===== config.mk =====
export PLATFORM = sky130hd
export DESIGN_NAME = bin_to_bcd_seq_flat
export DESIGN_NICKNAME = d
export VERILOG_FILES = /design/src/rtl/bin_to_bcd_seq_if.sv /design/src/rtl/bin_to_bcd_seq.sv /design/src/flat_wrapper.sv
export SDC_FILE = /design/constraint.sdc
export NUM_CORES = 1
export LEC_CHECK = 0
export CAP_MARGIN = 0
export CELL_PAD_IN_SITES_DETAIL_PLACEMENT = 0
export CELL_PAD_IN_SITES_GLOBAL_PLACEMENT = 1
export CORE_AREA = 2 2 54 93
export DETAILED_ROUTE_END_ITERATION = 8
export DIE_AREA = 0 0 56 95
export PLACE_DENSITY_LB_ADDON = 0.1
export SYNTH_ARGS = -nofsm -noshare
export SYNTH_HDL_FRONTEND = slang
export SYNTH_SLANG_ARGS = --single-unit

===== constraint.sdc =====
create_clock -name Clk -period 3.8 [get_ports Clk]
set_input_delay 0.76 -clock Clk [delete_from_list [all_inputs] [get_ports Clk]]
set_output_delay 0.76 -clock Clk [all_outputs]
set_load 0.005 [all_outputs]

===== src/rtl/bin_to_bcd_seq_if.sv =====
// Start/done handshake and result bus between control logic and bin_to_bcd_seq.
interface bin_to_bcd_seq_if #(
    parameter int WIDTH  = 9,
    parameter int DIGITS = 3
);
    logic                  Start;
    logic [WIDTH-1:0]      Bin;
    logic                  Busy;
    logic                  Done;
    logic [4*DIGITS-1:0]   BCD;
    logic                  Neg;

    modport master (
        output Start, Bin,
        input  Busy, Done, BCD, Neg
    );

    modport slave (
        input  Start, Bin,
        output Busy, Done, BCD, Neg
    );
endinterface


===== src/rtl/bin_to_bcd_seq.sv =====
// Sequential double-dabble binary-to-BCD converter, one bit per SHIFT cycle.
// Define BCD_SIGNED_EN to treat Bin as two's complement and report the sign on Neg.
module bin_to_bcd_seq #(
    parameter int WIDTH  = 9,
    parameter int DIGITS = 3
) (
    input  logic             Clk,
    input  logic             Reset_n,
    bin_to_bcd_seq_if.slave  bus
);

    localparam int CW = $clog2(WIDTH + 1);
    localparam int BW = 4 * DIGITS;

    typedef enum logic [1:0] {
        IDLE   = 2'd0,
        SHIFT  = 2'd1,
        FINISH = 2'd2
    } state_t;

    state_t            state_q, state_d;
    logic [WIDTH-1:0]  shift_q, shift_d;
    logic [BW-1:0]     scratch_q, scratch_d;
    logic [CW-1:0]     cnt_q, cnt_d;
    logic [BW-1:0]     bcd_q, bcd_d;
    logic              done_q, done_d;
    logic [BW-1:0]     adj;
    logic [WIDTH-1:0]  mag;
`ifdef BCD_SIGNED_EN
    logic              sign_q, sign_d;
    logic              neg_q, neg_d;
`endif

    always_ff @(posedge Clk or negedge Reset_n) begin
        if (!Reset_n) begin
            state_q <= IDLE;
        end else begin
            state_q <= state_d;
        end
    end

    always_comb begin
        state_d = state_q;
        unique case (state_q)
            IDLE:    if (bus.Start) state_d = SHIFT;
            SHIFT:   if (cnt_q == CW'(1)) state_d = FINISH;
            FINISH:  state_d = IDLE;
            default: state_d = IDLE;
        endcase
    end

`ifdef BCD_SIGNED_EN
    assign mag = bus.Bin[WIDTH-1] ? (~bus.Bin + WIDTH'(1)) : bus.Bin;
`else
    assign mag = bus.Bin;
`endif

    // Add-3 correction is applied to the pre-shift digits so they never exceed 9 after the shift.
    always_comb begin
        adj = scratch_q;
        for (int unsigned i = 0; i < DIGITS; i++) begin
            if (scratch_q[4*i +: 4] >= 4'd5) begin
                adj[4*i +: 4] = scratch_q[4*i +: 4] + 4'd3;
            end
        end
    end

    always_comb begin
        shift_d   = shift_q;
        scratch_d = scratch_q;
        cnt_d     = cnt_q;
        bcd_d     = bcd_q;
        done_d    = 1'b0;
`ifdef BCD_SIGNED_EN
        sign_d    = sign_q;
        neg_d     = neg_q;
`endif
        unique case (state_q)
            IDLE: begin
                if (bus.Start) begin
                    shift_d   = mag;
                    scratch_d = '0;
                    cnt_d     = CW'(WIDTH);
`ifdef BCD_SIGNED_EN
                    sign_d    = bus.Bin[WIDTH-1];
`endif
                end
            end
            SHIFT: begin
                scratch_d = {adj[BW-2:0], shift_q[WIDTH-1]};
                shift_d   = {shift_q[WIDTH-2:0], 1'b0};
                cnt_d     = cnt_q - CW'(1);
            end
            FINISH: begin
                bcd_d  = scratch_q;
                done_d = 1'b1;
`ifdef BCD_SIGNED_EN
                neg_d  = sign_q;
`endif
            end
            default: ;
        endcase
    end

    always_ff @(posedge Clk or negedge Reset_n) begin
        if (!Reset_n) begin
            shift_q   <= '0;
            scratch_q <= '0;
            cnt_q     <= '0;
            bcd_q     <= '0;
            done_q    <= 1'b0;
`ifdef BCD_SIGNED_EN
            sign_q    <= 1'b0;
            neg_q     <= 1'b0;
`endif
        end else begin
            shift_q   <= shift_d;
            scratch_q <= scratch_d;
            cnt_q     <= cnt_d;
            bcd_q     <= bcd_d;
            done_q    <= done_d;
`ifdef BCD_SIGNED_EN
            sign_q    <= sign_d;
            neg_q     <= neg_d;
`endif
        end
    end

    always_comb begin
        bus.Busy = (state_q != IDLE);
        bus.Done = done_q;
        bus.BCD  = bcd_q;
`ifdef BCD_SIGNED_EN
        bus.Neg  = neg_q;
`else
        bus.Neg  = 1'b0;
`endif
    end

endmodule


===== src/flat_wrapper.sv =====
// flat-port wrapper written by rule: the top's interface ports become plain ports
module bin_to_bcd_seq_flat 
#(
    parameter int WIDTH  = 9,
    parameter int DIGITS = 3
)
  (Clk, Reset_n, bus_Start, bus_Bin, bus_Busy, bus_Done, bus_BCD, bus_Neg);
  bin_to_bcd_seq_if #(.WIDTH(WIDTH), .DIGITS(DIGITS)) bus_i ();
  input  logic Clk;
  input  logic Reset_n;
  input wire logic [$bits(bus_i.Start)-1:0] bus_Start;
  input wire logic [$bits(bus_i.Bin)-1:0] bus_Bin;
  output wire logic [$bits(bus_i.Busy)-1:0] bus_Busy;
  output wire logic [$bits(bus_i.Done)-1:0] bus_Done;
  output wire logic [$bits(bus_i.BCD)-1:0] bus_BCD;
  output wire logic [$bits(bus_i.Neg)-1:0] bus_Neg;
  assign bus_i.Start = bus_Start;
  assign bus_i.Bin = bus_Bin;
  assign bus_Busy = bus_i.Busy;
  assign bus_Done = bus_i.Done;
  assign bus_BCD = bus_i.BCD;
  assign bus_Neg = bus_i.Neg;
  bin_to_bcd_seq #(.WIDTH(WIDTH), .DIGITS(DIGITS)) u_core (.Clk(Clk), .Reset_n(Reset_n), .bus(bus_i));
endmodule

==> results.md <==
- HPWL Detailed: roughly 2900 um
- Global Route Usage Sum: 16.14%
- Max stage delay on crit path: 580 ps
- First-pass GRT wire length: 6727 um
- Final Hold Violating Endpoints: 0
- CTS Buf Count: 5
- Crit-path max FO: 18
- Number of top-level pins: 27
- Yosys reg bits: 40
- Post-layout minimum cycle time: around 2500 ps
- Antenna diode count: 0
- Vias after detailed routing: 1,511
- Layout overhead on the synthesized area: 20.03%
- Largest buffer count on any clock path: 2
- Result of the run: finished, final reports clean
- Number of nets still failing antenna checks after routing: 0
- Placeable Area: approximately 4600 sq um
- Number of global-route vias before repair: 1,482
- TritonCTS clock tree: done
- Unique cell type count in the Yosys netlist: 35
- Syn Inst Count: a little under 200
- Highest achievable clock rate: 404.5 MHz
- Headroom to the max-slew limit: 40.91%
- Leading post-synthesis cells by cell area: sky130_fd_sc_hd__dfrtp_1, sky130_fd_sc_hd__o21ai_1, sky130_fd_sc_hd__ha_1
- Critical Path AT: 1710 ps
- Fraction of final layout cells sized beyond drive strength 1: 6.364%
- Number of pins with negative max-slew slack in the final report: 0
- Mapped Area: between 1500 and 2000 sq um
- Launch point of the critical path: u_core.state_q[0]
- Power density cells: 844.5 nW/um^2
- Post-route total power: between 2 and 2.5 mW
- Standard cell with the maximum stage delay on the critical path: sky130_fd_sc_hd__dfrtp_1
- Effective utilization at floorplan: a little over two fifths
- R2r startpoint: u_core.state_q[0]
- CTS-repair resized insts: 0
- Die ar.: 5320 sq um
- Clock tree sinks: 40
- Routed len/inst: 14.78 um
- Post-Route WL: 4020 um
- Worst path cell trace: or2_2 > clkdlybuf4s50_1
- H-tree levels: 2
- RePlAce Congestion: 0.7866
- Drt drc: 0
- Clock root cell: sky130_fd_sc_hd__clkbuf_8
- Post-route insts no fill: 272
- Final clock period utilization by the worst path: between 60% and 70%
- Clock Latency Late Sink: 300 ps
- Combined buffer and inverter count along the critical path: 1
- Violation count after the first detailed-routing iteration: 55
- Most frequent standard cell in the layout excluding fill and tap cells: sky130_fd_sc_hd__dfrtp_1
- Vertical extent of the die: 95 um
- PortBufs: 25
- Max-Cap Viols: 0
- Kind of critical path: register to output pin
- Unrepaired setup endpoints after global routing: no
- Syn nets: 219
- Largest net degree at the start of global routing: 41
- Synthesized area divided by synthesized cell count: 9.922 sq um
- Delay-heaviest family, CP: flip-flops
- Grt total ovfl: 0
- Maximum ir drop on the vdd rail: 504.5 uV
- Required time reported for the critical path endpoint: about 3000 ps
- Layout Nets: 239
- Cts-stage hold buffer count: 0
- Fraction of post-synthesis cell area in the top cell type by area: roughly 51%
- Sequential-to-total area share from yosys stat: roughly half
- Mean number of vias per cell: 5.555
- Hold path startpoint: u_core.bus.BCD[8]
- Summed negative setup slack over all endpoints: 0 ps
- Chip width: 56 um
- Share of flip-flops with an asynchronous set or reset after synthesis: 100.0%
- Static Leak: slightly above 1 nW
- Count of final setup violators: 0
- Antenna violations before repair: 0
- Predominant post-synthesis flop cell: sky130_fd_sc_hd__dfrtp_1
- Number of iterations in the first detailed-routing pass: 4
- Site Rows: 33
- CP Launch Type: register
- Transition time at the pin with the least slew margin: 886.3 ps
- Cell taking the most area after synthesis: sky130_fd_sc_hd__dfrtp_1
- CP endpoint kind: output pin
- Fillcell total: 442
- Multi-input combinational cell area: about 840 sq um
- Clock Skew: 13.29 ps
- Area used by sequential logic in the layout: 1001 sq um
- Count of buffers added by post-CTS timing repair for setup: 0
- Number of synthesized flops with an enable pin: 0
- Cells after DPL: about 260
- Count of synthesis-stage warnings from yosys: 0
- Most used cells in the layout excluding fill and tap cells: sky130_fd_sc_hd__dfrtp_1, sky130_fd_sc_hd__o21ai_1, sky130_fd_sc_hd__clkdlybuf4s50_1
- Hold Crit Class: register to register
- Clock-pin slew reported for the worst setup and hold paths after clock tree synthesis: 80 ps
==> per-layer routing <==
layer  share of wire, %  track usage (%)  routed length [um]  vias to the layer above
met2                 54            29.41                2164                       38
met5                  0                0                   0                        -
met4                1.7            7.143                  67                        0
li1                   -                -                   -                      738
met3                3.9            3.151                 158                        5
met1                 41            17.94                1631                      730
==> stage by stage <==
| stage | setup slack (ps) | instance area, sq um | util [%] | hold WS, ps |
|---|---|---|---|---|
| floorplan | 2145 | 1974 | - | 454.2 |
| global placement | 1457 | 2211 | 47.81 | 466.8 |
| detailed placement | 1395 | 2211 | 47.81 | 474.4 |
| CTS | 1305 | 2370 | 51.24 | 492.8 |
| global route | 1228 | 2370 | 51.24 | 510.4 |
| finish | 1328 | 2370 | 51.24 | 485.0 |
==> synth_stat cells (3+ instances only) <==
cell and n:
sky130_fd_sc_hd__buf_2 5, sky130_fd_sc_hd__o21a_1 3, sky130_fd_sc_hd__a21oi_1 10, sky130_fd_sc_hd__o221ai_1 3
sky130_fd_sc_hd__nor2b_1 13, sky130_fd_sc_hd__dfrtp_1 40, sky130_fd_sc_hd__a22oi_1 7, sky130_fd_sc_hd__inv_1 13
sky130_fd_sc_hd__nand2_1 22, sky130_fd_sc_hd__a32o_1 3, sky130_fd_sc_hd__o2111ai_1 6, sky130_fd_sc_hd__clkbuf_1 3
sky130_fd_sc_hd__nand2b_1 6, sky130_fd_sc_hd__ha_1 8, sky130_fd_sc_hd__buf_4 3, sky130_fd_sc_hd__o21ai_1 24
sky130_fd_sc_hd__nor2_1 3, sky130_fd_sc_hd__o211ai_1 3, sky130_fd_sc_hd__o31ai_1 3
==> worst paths after layout <==
path                                       to  slack (ps)  cells past startpoint
max                                  bus_Busy        1330                      2
min                         u_core.bus.BCD[8]         480                      2
max reg2reg                u_core.bus.BCD[10]        2080                      3
min reg2reg                 u_core.bus.BCD[8]         480                      2
max in group asynchronous   u_core.shift_q[8]        2660                      1
min in group asynchronous   u_core.bus.BCD[2]         570                      1
==> layout make-up <==
type | count | area share, %
flip-flops and latches | 40 | 42.24
multi-input cells | 131 | 35.27
repair buffers | 26 | 10.67
clock inverters | 3 | 3.801
clock buffers | 5 | 2.904
well taps | 52 | 2.746
inverters | 15 | 2.376
==> kinds of logic (layout without fill, tap and decap cells) <==
kind of cell / Yosys count / after routing / share of synthesized area (%)
compound gates: 71 / 71 / 23.58
simple gates: 48 / 48 / 12.10
flops: 40 / 40 / 50.70
buf+inv: 28 / 49 / 6.971
fa+ha+maj: 8 / 8 / 5.070
xor+xnor: 2 / 2 / 0.8874
other cells: 1 / 1 / 0.1899
mux: 1 / 1 / 0.5070
==> power by group <==
part / switching, mW / internal [mW] / leakage, nW
logic: 0.405 / 0.379 / 0.428
registers: 0.141 / 0.594 / 0.523
clock network: 0.153 / 0.329 / 0.0784
==> flip-flops by register name, indices dropped and copies added (netlist names) <==
register and flops:
u_core.bus.BCD 12, u_core.bus.Done 1, u_core.cnt_q 4, u_core.scratch_q 12, u_core.shift_q 9, u_core.state_q 2
==> worst reg2reg max path: cells and delay by family (launching register included) <==
kind               cells  cell delay [ps]
and+or+nand+nor        2              850
DFF                    1              690
AOI/OAI and AO/OA      1              100
Power figures use the tool's default switching activity.
